$ cat config.mk
export PLATFORM = sky130hd
export DESIGN_NAME = text_pixel_engine
export DESIGN_NICKNAME = d
export VERILOG_FILES = /design/src/rtl/text_pixel_engine.sv
export SDC_FILE = /design/constraint.sdc
export NUM_CORES = 1
export LEC_CHECK = 0
export CAP_MARGIN = 0
export CELL_PAD_IN_SITES_DETAIL_PLACEMENT = 1
export CELL_PAD_IN_SITES_GLOBAL_PLACEMENT = 2
export CORE_MARGIN = 1
export CORE_UTILIZATION = 39
export CTS_BUF_LIST = sky130_fd_sc_hd__clkbuf_4
export CTS_CLUSTER_SIZE = 28
export DETAILED_ROUTE_END_ITERATION = 6
export PLACE_DENSITY_LB_ADDON = 0.1
export SLEW_MARGIN = 25
export SYNTH_ARGS = -nofsm -noshare
export SYNTH_HDL_FRONTEND = slang
export SYNTH_SLANG_ARGS = --single-unit
$ cat constraint.sdc
create_clock -name clk -period 3.2 [get_ports clk]
set_input_delay 0.64 -clock clk [delete_from_list [all_inputs] [get_ports clk]]
set_output_delay 0.64 -clock clk [all_outputs]
set_load 0.02 [all_outputs]
$ cat src/rtl/text_pixel_engine.sv
// ============================================================================
// Module  : text_pixel_engine
// Purpose : Text-mode pixel generator: character + glyph lookup, palette
//           colouring, frame-synchronous rotation, attribute blink, cursor.
// Revision: 1.0 - initial release
// ============================================================================
`default_nettype none

module text_pixel_engine #(
    parameter int GLYPH_BITS   = 3,
    parameter int COLS         = 80,
    parameter int ROWS         = 60,
    parameter int H_VISIBLE    = 640,
    parameter int V_VISIBLE    = 480,
    parameter int COLOR_WIDTH  = 8,
    parameter int CHAR_ADDR_W  = 13,
    parameter int BLINK_FRAMES = 30
) (
    input  logic                      clk,
    input  logic                      reset,
    input  logic                      enable,
    input  logic [9:0]                pixel_counter,
    input  logic [9:0]                line_counter,
    input  logic [1:0]                rot_mode,
    input  logic                      cursor_en,
    input  logic [6:0]                cursor_col,
    input  logic [5:0]                cursor_row,
    input  logic                      pal_we,
    input  logic [3:0]                pal_addr,
    input  logic [COLOR_WIDTH-1:0]    pal_data,
    output logic [CHAR_ADDR_W-1:0]    char_addr,
    input  logic [15:0]               char_data,
    output logic [8+GLYPH_BITS-1:0]   glyph_addr,
    input  logic [(1<<GLYPH_BITS)-1:0] glyph_data,
    output logic [COLOR_WIDTH-1:0]    color
);

    localparam int CELL_W = 10 - GLYPH_BITS;
    localparam int FC_W   = (BLINK_FRAMES > 1) ? $clog2(BLINK_FRAMES) : 1;

    localparam logic [9:0]        c_h_vis   = 10'(H_VISIBLE);
    localparam logic [9:0]        c_v_vis   = 10'(V_VISIBLE);
    localparam logic [9:0]        c_cols    = 10'(COLS);
    localparam logic [9:0]        c_rows    = 10'(ROWS);
    localparam logic [FC_W-1:0]   c_fc_last = FC_W'(BLINK_FRAMES - 1);

    // ---------------- stage 0: coordinate decode ----------------
    logic [9:0] w_cell_col;
    logic [9:0] w_cell_row;
    logic       w_visible;
    logic       w_cursor_hit;
    logic       w_frame_evt;

    assign w_cell_col   = {{GLYPH_BITS{1'b0}}, pixel_counter[9:GLYPH_BITS]};
    assign w_cell_row   = {{GLYPH_BITS{1'b0}}, line_counter[9:GLYPH_BITS]};
    assign w_visible    = (pixel_counter < c_h_vis) && (line_counter < c_v_vis) &&
                          (w_cell_col < c_cols) && (w_cell_row < c_rows);
    assign w_cursor_hit = cursor_en && (w_cell_col == {3'b000, cursor_col}) &&
                          (w_cell_row == {4'b0000, cursor_row});
    assign w_frame_evt  = enable && (line_counter == c_v_vis) && (pixel_counter == 10'd0);

    logic [GLYPH_BITS-1:0]  r_s0_x, r_s0_y, r_s1_x, r_s1_y;
    logic                   r_s0_vis, r_s0_cur, r_s0_vld;
    logic                   r_s1_vis, r_s1_cur, r_s1_vld;
    logic [CHAR_ADDR_W-1:0] r_char_addr;

    // ---------------- stage 1: rotation + glyph address ----------------
    logic [1:0]            r_rot;
    logic [GLYPH_BITS-1:0] w_grow, w_gcol;

    always_comb begin
        w_grow = r_s1_y;
        w_gcol = r_s1_x;
        case (r_rot)
            2'd1:    begin w_grow = ~r_s1_x; w_gcol = r_s1_y;  end
            2'd2:    begin w_grow = ~r_s1_y; w_gcol = ~r_s1_x; end
            2'd3:    begin w_grow = r_s1_x;  w_gcol = ~r_s1_y; end
            default: begin w_grow = r_s1_y;  w_gcol = r_s1_x;  end
        endcase
    end

    assign char_addr  = r_char_addr;
    assign glyph_addr = r_s1_vld ? {char_data[7:0], w_grow} : '0;

    // ---------------- stage 2: pixel colour ----------------
    logic [GLYPH_BITS-1:0]  r_s2_col;
    logic [3:0]             r_s2_fg;
    logic [2:0]             r_s2_bg;
    logic                   r_s2_blink, r_s2_vis, r_s2_cur;
    logic                   r_blink_phase;
    logic [FC_W-1:0]        r_frame_cnt;
    logic [COLOR_WIDTH-1:0] r_palette [16];
    logic [COLOR_WIDTH-1:0] r_color;
    logic                   w_fg_bit;
    logic [3:0]             w_pal_idx;

    always_comb begin
        w_fg_bit = glyph_data[r_s2_col];
        if (r_s2_blink && r_blink_phase)
            w_fg_bit = 1'b0;
        if (r_s2_cur && !r_blink_phase)
            w_fg_bit = ~w_fg_bit;
        w_pal_idx = w_fg_bit ? r_s2_fg : {1'b0, r_s2_bg};
    end

    assign color = r_color;

    always_ff @(posedge clk) begin
        if (reset) begin
            r_s0_x <= '0; r_s0_y <= '0; r_s0_vis <= 1'b0; r_s0_cur <= 1'b0; r_s0_vld <= 1'b0;
            r_s1_x <= '0; r_s1_y <= '0; r_s1_vis <= 1'b0; r_s1_cur <= 1'b0; r_s1_vld <= 1'b0;
            r_s2_col <= '0; r_s2_fg <= '0; r_s2_bg <= '0;
            r_s2_blink <= 1'b0; r_s2_vis <= 1'b0; r_s2_cur <= 1'b0;
            r_char_addr   <= '0;
            r_color       <= '0;
            r_rot         <= 2'd0;
            r_frame_cnt   <= '0;
            r_blink_phase <= 1'b0;
        end else begin
            r_s0_x      <= pixel_counter[GLYPH_BITS-1:0];
            r_s0_y      <= line_counter[GLYPH_BITS-1:0];
            r_s0_vis    <= enable && w_visible;
            r_s0_cur    <= w_cursor_hit;
            r_s0_vld    <= enable;
            r_char_addr <= CHAR_ADDR_W'(32'(w_cell_row) * 32'(COLS) + 32'(w_cell_col));

            // Delay slot matching the character buffer read latency
            r_s1_x   <= r_s0_x;
            r_s1_y   <= r_s0_y;
            r_s1_vis <= enable && r_s0_vis;
            r_s1_cur <= r_s0_cur;
            r_s1_vld <= enable && r_s0_vld;

            r_s2_col   <= w_gcol;
            r_s2_fg    <= char_data[11:8];
            r_s2_bg    <= char_data[14:12];
            r_s2_blink <= char_data[15];
            r_s2_vis   <= enable && r_s1_vis;
            r_s2_cur   <= r_s1_cur;

            r_color <= (enable && r_s2_vis) ? r_palette[w_pal_idx] : '0;

            if (w_frame_evt) begin
                r_rot <= rot_mode;
                if (r_frame_cnt == c_fc_last) begin
                    r_frame_cnt   <= '0;
                    r_blink_phase <= ~r_blink_phase;
                end else begin
                    r_frame_cnt <= r_frame_cnt + 1'b1;
                end
            end
        end
    end

    // Palette reads are combinational, so a same-edge write is seen one pixel later
    always_ff @(posedge clk) begin
        if (reset) begin
            for (int i = 0; i < 16; i++)
                r_palette[i] <= (i == 15) ? '1 : '0;
        end else if (pal_we) begin
            r_palette[pal_addr] <= pal_data;
        end
    end

endmodule

`default_nettype wire
==> flow_summary.yaml, run 1 <==
timing:
  final-setup-viol-count: 0
  finalCritPeriodShare_pct: 90.61
  fin_crit_ns: 2.900
  fin_skew_ns: 0.02114
  finalHoldViolations: 0
  whs_ns: 0.3995
  max_freq_mhz: 344.9
  maxSlewViolCount: 0
  worst_pin_slew_ns: 0.6989
  slew_headroom_pct: 53.05
  rsz0062_at_grt: "no"
global_route:
  grt_pass1_vias: 7058
  grt_pass1_wl_um: 41680
  grtUsageTotal_pct: 23.61
  gr-total-overflow: 0
  grt_max_degree: 43
  antenna_found_initial: 2
synth:
  syn_nets: 874
  synth_seq_cells: 188
  yosysSeqAreaShare_pct: 55.99
  syn_avg_cell_area_um2: 11.54
  synth_top_area_cell: "edfxtp_1"
  syn_inst: 781
  syn-cell-area_um2: 9010
  synth-async-reset-ratio_pct: 0
  synth_edf_count: 128
  post-synth-top-area-fraction_pct: 42.66
  ys.flop_type: "edfxtp_1"
  ys_types: 56
  yosysWarnings: 0
  synthTopCellsByArea: "edfxtp_1, dfxtp_1, and2_1"
drt:
  wl_met3_um: 1202
  routed_wl_um: 27250
  vias: 6732
  routed.top_layer: "met4"
  ant_nets: 0
  wl_met2_um: 13140
  viasPerCell: 5.386
  routedWlPerCell_um: 21.80
  route.detailed.drc: 0
  met1_length_um: 12460
  drt_first_pass_iters: 5
  drt_first_iter_violations: 451
cts:
  root_buffer: "clkbuf_4"
  cts_made_buffers: 17
  cts_tree: "yes"
  cts_sinks: 188
  postCtsSetupRepairBufs: 0
  path_clk_slew_ns: 0.16
  cts_buffer_depth: 2
  htree_levels: 4
  postCtsHoldBufs: 0
  cts_resized: 0
  insertion_delay_ns: 0.59
floorplanning:
  die_h_um: 154.0
  core_area_um2: 22640
  die_w_um: 154.0
  ios: 108
  row_count: 55
  dieArea_um2: 23710
  start_util_pct: 39.80
finish:
  postLayoutCoreUtil_pct: 49.93
  nets: 1044
  area_delta_synth_final_pct: 25.47
  drive_above_1_share_pct: 15.87
power:
  p_per_area_nw_per_um2: 443.5
  vdd_ir_drop_max_mv: 0.2412
  power.leakage_uw: 0.004234
critical_path:
  reg2reg_slack_ns: 0.37
  crit_fanout: 10
  cp-end-kind: "primary output"
  cp-start-kind: "register"
  worstPathArrival_ns: 2.26
  required_ns: 2.56
  critPathKind: "register to primary output"
run_status:
  status: "completed"
placed_design:
  io_buffers: 107
  place.gp.congestion: 0.8536
  hpwl_um: 20570
worst_hold_path:
  worstHoldPathType: "input pin to register"
run:
  cap_violations: 0
per-stage QoR:
stage / cell area [um^2] / setup TNS, ns / cells / power (uW) / setup slack [ns]
finish: 11300 / 0 / 1250 / 5014 / 0.3004
global route: 11300 / 0 / 1250 / 5215 / 0.1253
CTS: 11300 / 0 / 1249 / 5050 / 0.2287
detailed placement: 10980 / -1.595 / 1217 / 3624 / -0.2785
global placement: 10980 / -0.9906 / 1217 / 3600 / -0.1849
floorplan: 9010 / 0 / 781 / 3196 / 0.2330
kinds of logic after synthesis:
group	after synthesis	share of synthesized area, %
adder cells (fa/ha/maj)	17	2.527
AO/OA/AOI/OAI	90	6.819
XOR/XNOR	33	3.208
flip-flops	188	55.99
multiplexers	46	6.499
AND/OR/NAND/NOR	363	22.82
buffers and inverters	44	2.139
per-layer routing:
| layer | up-vias | global-route usage, % |
|---|---|---|
| li1 | 3151 | - |
| met1 | 3372 | 32.39 |
| met2 | 176 | 38.79 |
| met3 | 33 | 3.551 |
| met4 | 0 | 6.571 |
| met5 | - | 0 |
path summary, 6_finish.rpt:
path / from / to / cells past startpoint
worst max-delay path: r_rot[0]$_SDFFE_PP0N_ / glyph_addr[1] / 4
worst min register to register: r_s0_vis$_SDFF_PP0_ / r_s1_vis$_SDFF_PP0_ / 1
worst max register to register: r_s2_col[1]$_SDFF_PP0_ / color[2]$_SDFF_PP0_ / 8
worst min-delay path: reset / char_addr[8]$_SDFF_PP0_ / 2
flip-flops by register name, summed over array words and instances, names as in the netlist:
name	flops
char_addr	13
color	8
r_blink_phase	1
r_frame_cnt	5
r_palette	128
r_rot	2
r_s0_cur	1
r_s0_vis	1
r_s0_vld	1
r_s0_x	3
r_s0_y	3
r_s1_cur	1
r_s1_vis	1
r_s1_vld	1
r_s1_x	3
r_s1_y	3
r_s2_bg	3
r_s2_blink	1
r_s2_col	3
r_s2_cur	1
r_s2_fg	4
r_s2_vis	1
cells in the mapped netlist (7+ instances only):
library cell  instances
nand3_1              50
o21ai_0              29
xnor2_1              23
or2_2                16
ha_1                 15
nand2b_1             12
or3_1                 9
and2_1              134
a31oi_1              12
nor2b_1              34
clkbuf_1             31
xor2_1               10
edfxtp_1            128
dfxtp_1              60
nor3_1               14
nand4_1               8
buf_2                 7
nor2_1               36
nand2_1              27
and3_1               10
mux2i_1              30
power breakdown:
group          internal (uW)  switching, uW  total [uW]  leakage, uW
logic                    385            408         793      0.00234
clock network            511            929        1440     0.000174
registers               2720           61.8        2780      0.00172
total                   3620           1400        5010      0.00423
placed cells by master (no fill, tap or decap), types with 4 or more instances in the layout:
| master | netlist | final |
|---|---|---|
| ha_1 | 15 | 15 |
| inv_8 | 0 | 5 |
| nor3_1 | 14 | 14 |
| nor2_1 | 36 | 36 |
| xnor2_1 | 23 | 23 |
| o211a_1 | 5 | 5 |
| or3_1 | 9 | 9 |
| mux4_2 | 5 | 5 |
| nor2b_1 | 34 | 34 |
| and3_1 | 10 | 10 |
| dfxtp_1 | 60 | 60 |
| clkbuf_4 | 0 | 17 |
| nand4_1 | 8 | 8 |
| or2_2 | 16 | 16 |
| clkdlybuf4s50_1 | 0 | 106 |
| nor4_1 | 5 | 5 |
| o221ai_1 | 5 | 5 |
| o21ai_0 | 29 | 29 |
| xor2_1 | 10 | 10 |
| a21o_1 | 5 | 5 |
| a211oi_1 | 6 | 6 |
| nand2b_1 | 12 | 12 |
| nand3_1 | 50 | 50 |
| nand2_1 | 27 | 27 |
| mux2i_1 | 30 | 30 |
| a31oi_1 | 12 | 12 |
| mux2_2 | 6 | 6 |
| and2_1 | 134 | 134 |
| buf_4 | 1 | 79 |
| a22oi_1 | 5 | 5 |
| buf_12 | 0 | 7 |
| inv_6 | 0 | 4 |
| edfxtp_1 | 128 | 128 |
| a21oi_1 | 6 | 6 |
layout make-up:
| cell class | instances | area, um^2 |
|---|---|---|
| Tap cell | 285 | 356.6 |
| Antenna cell | 1 | 2.502 |
| Inverter | 2 | 7.507 |
| Clock buffer | 17 | 127.6 |
| Multi-Input combinational cell | 549 | 3772 |
| Sequential cell | 188 | 5045 |
| Fill cell | 2402 | 11340 |
| Timing Repair Buffer | 193 | 1799 |
| Clock inverter | 15 | 193.9 |
worst max-delay path: stages (launching register included):
cell and delay (ns):
dfxtp_1 0.56, o21ai_0 0.18, xnor2_1 0.19, and2_1 0.15, clkdlybuf4s50_1 0.60
Note: power is estimated with default switching activity, not from simulation.
==> run 2: changes to the inputs <==
--- a/config.mk
+++ b/config.mk
@@ -13,6 +13,7 @@
 export CTS_BUF_LIST = sky130_fd_sc_hd__clkbuf_4
 export CTS_CLUSTER_SIZE = 28
 export DETAILED_ROUTE_END_ITERATION = 6
+export HOLD_SLACK_MARGIN = 0.02
 export PLACE_DENSITY_LB_ADDON = 0.1
 export SLEW_MARGIN = 25
 export SYNTH_ARGS = -nofsm -noshare
==> results of run 2 <==
No change in the layout: final DEF, timing and power equal those of run 1.
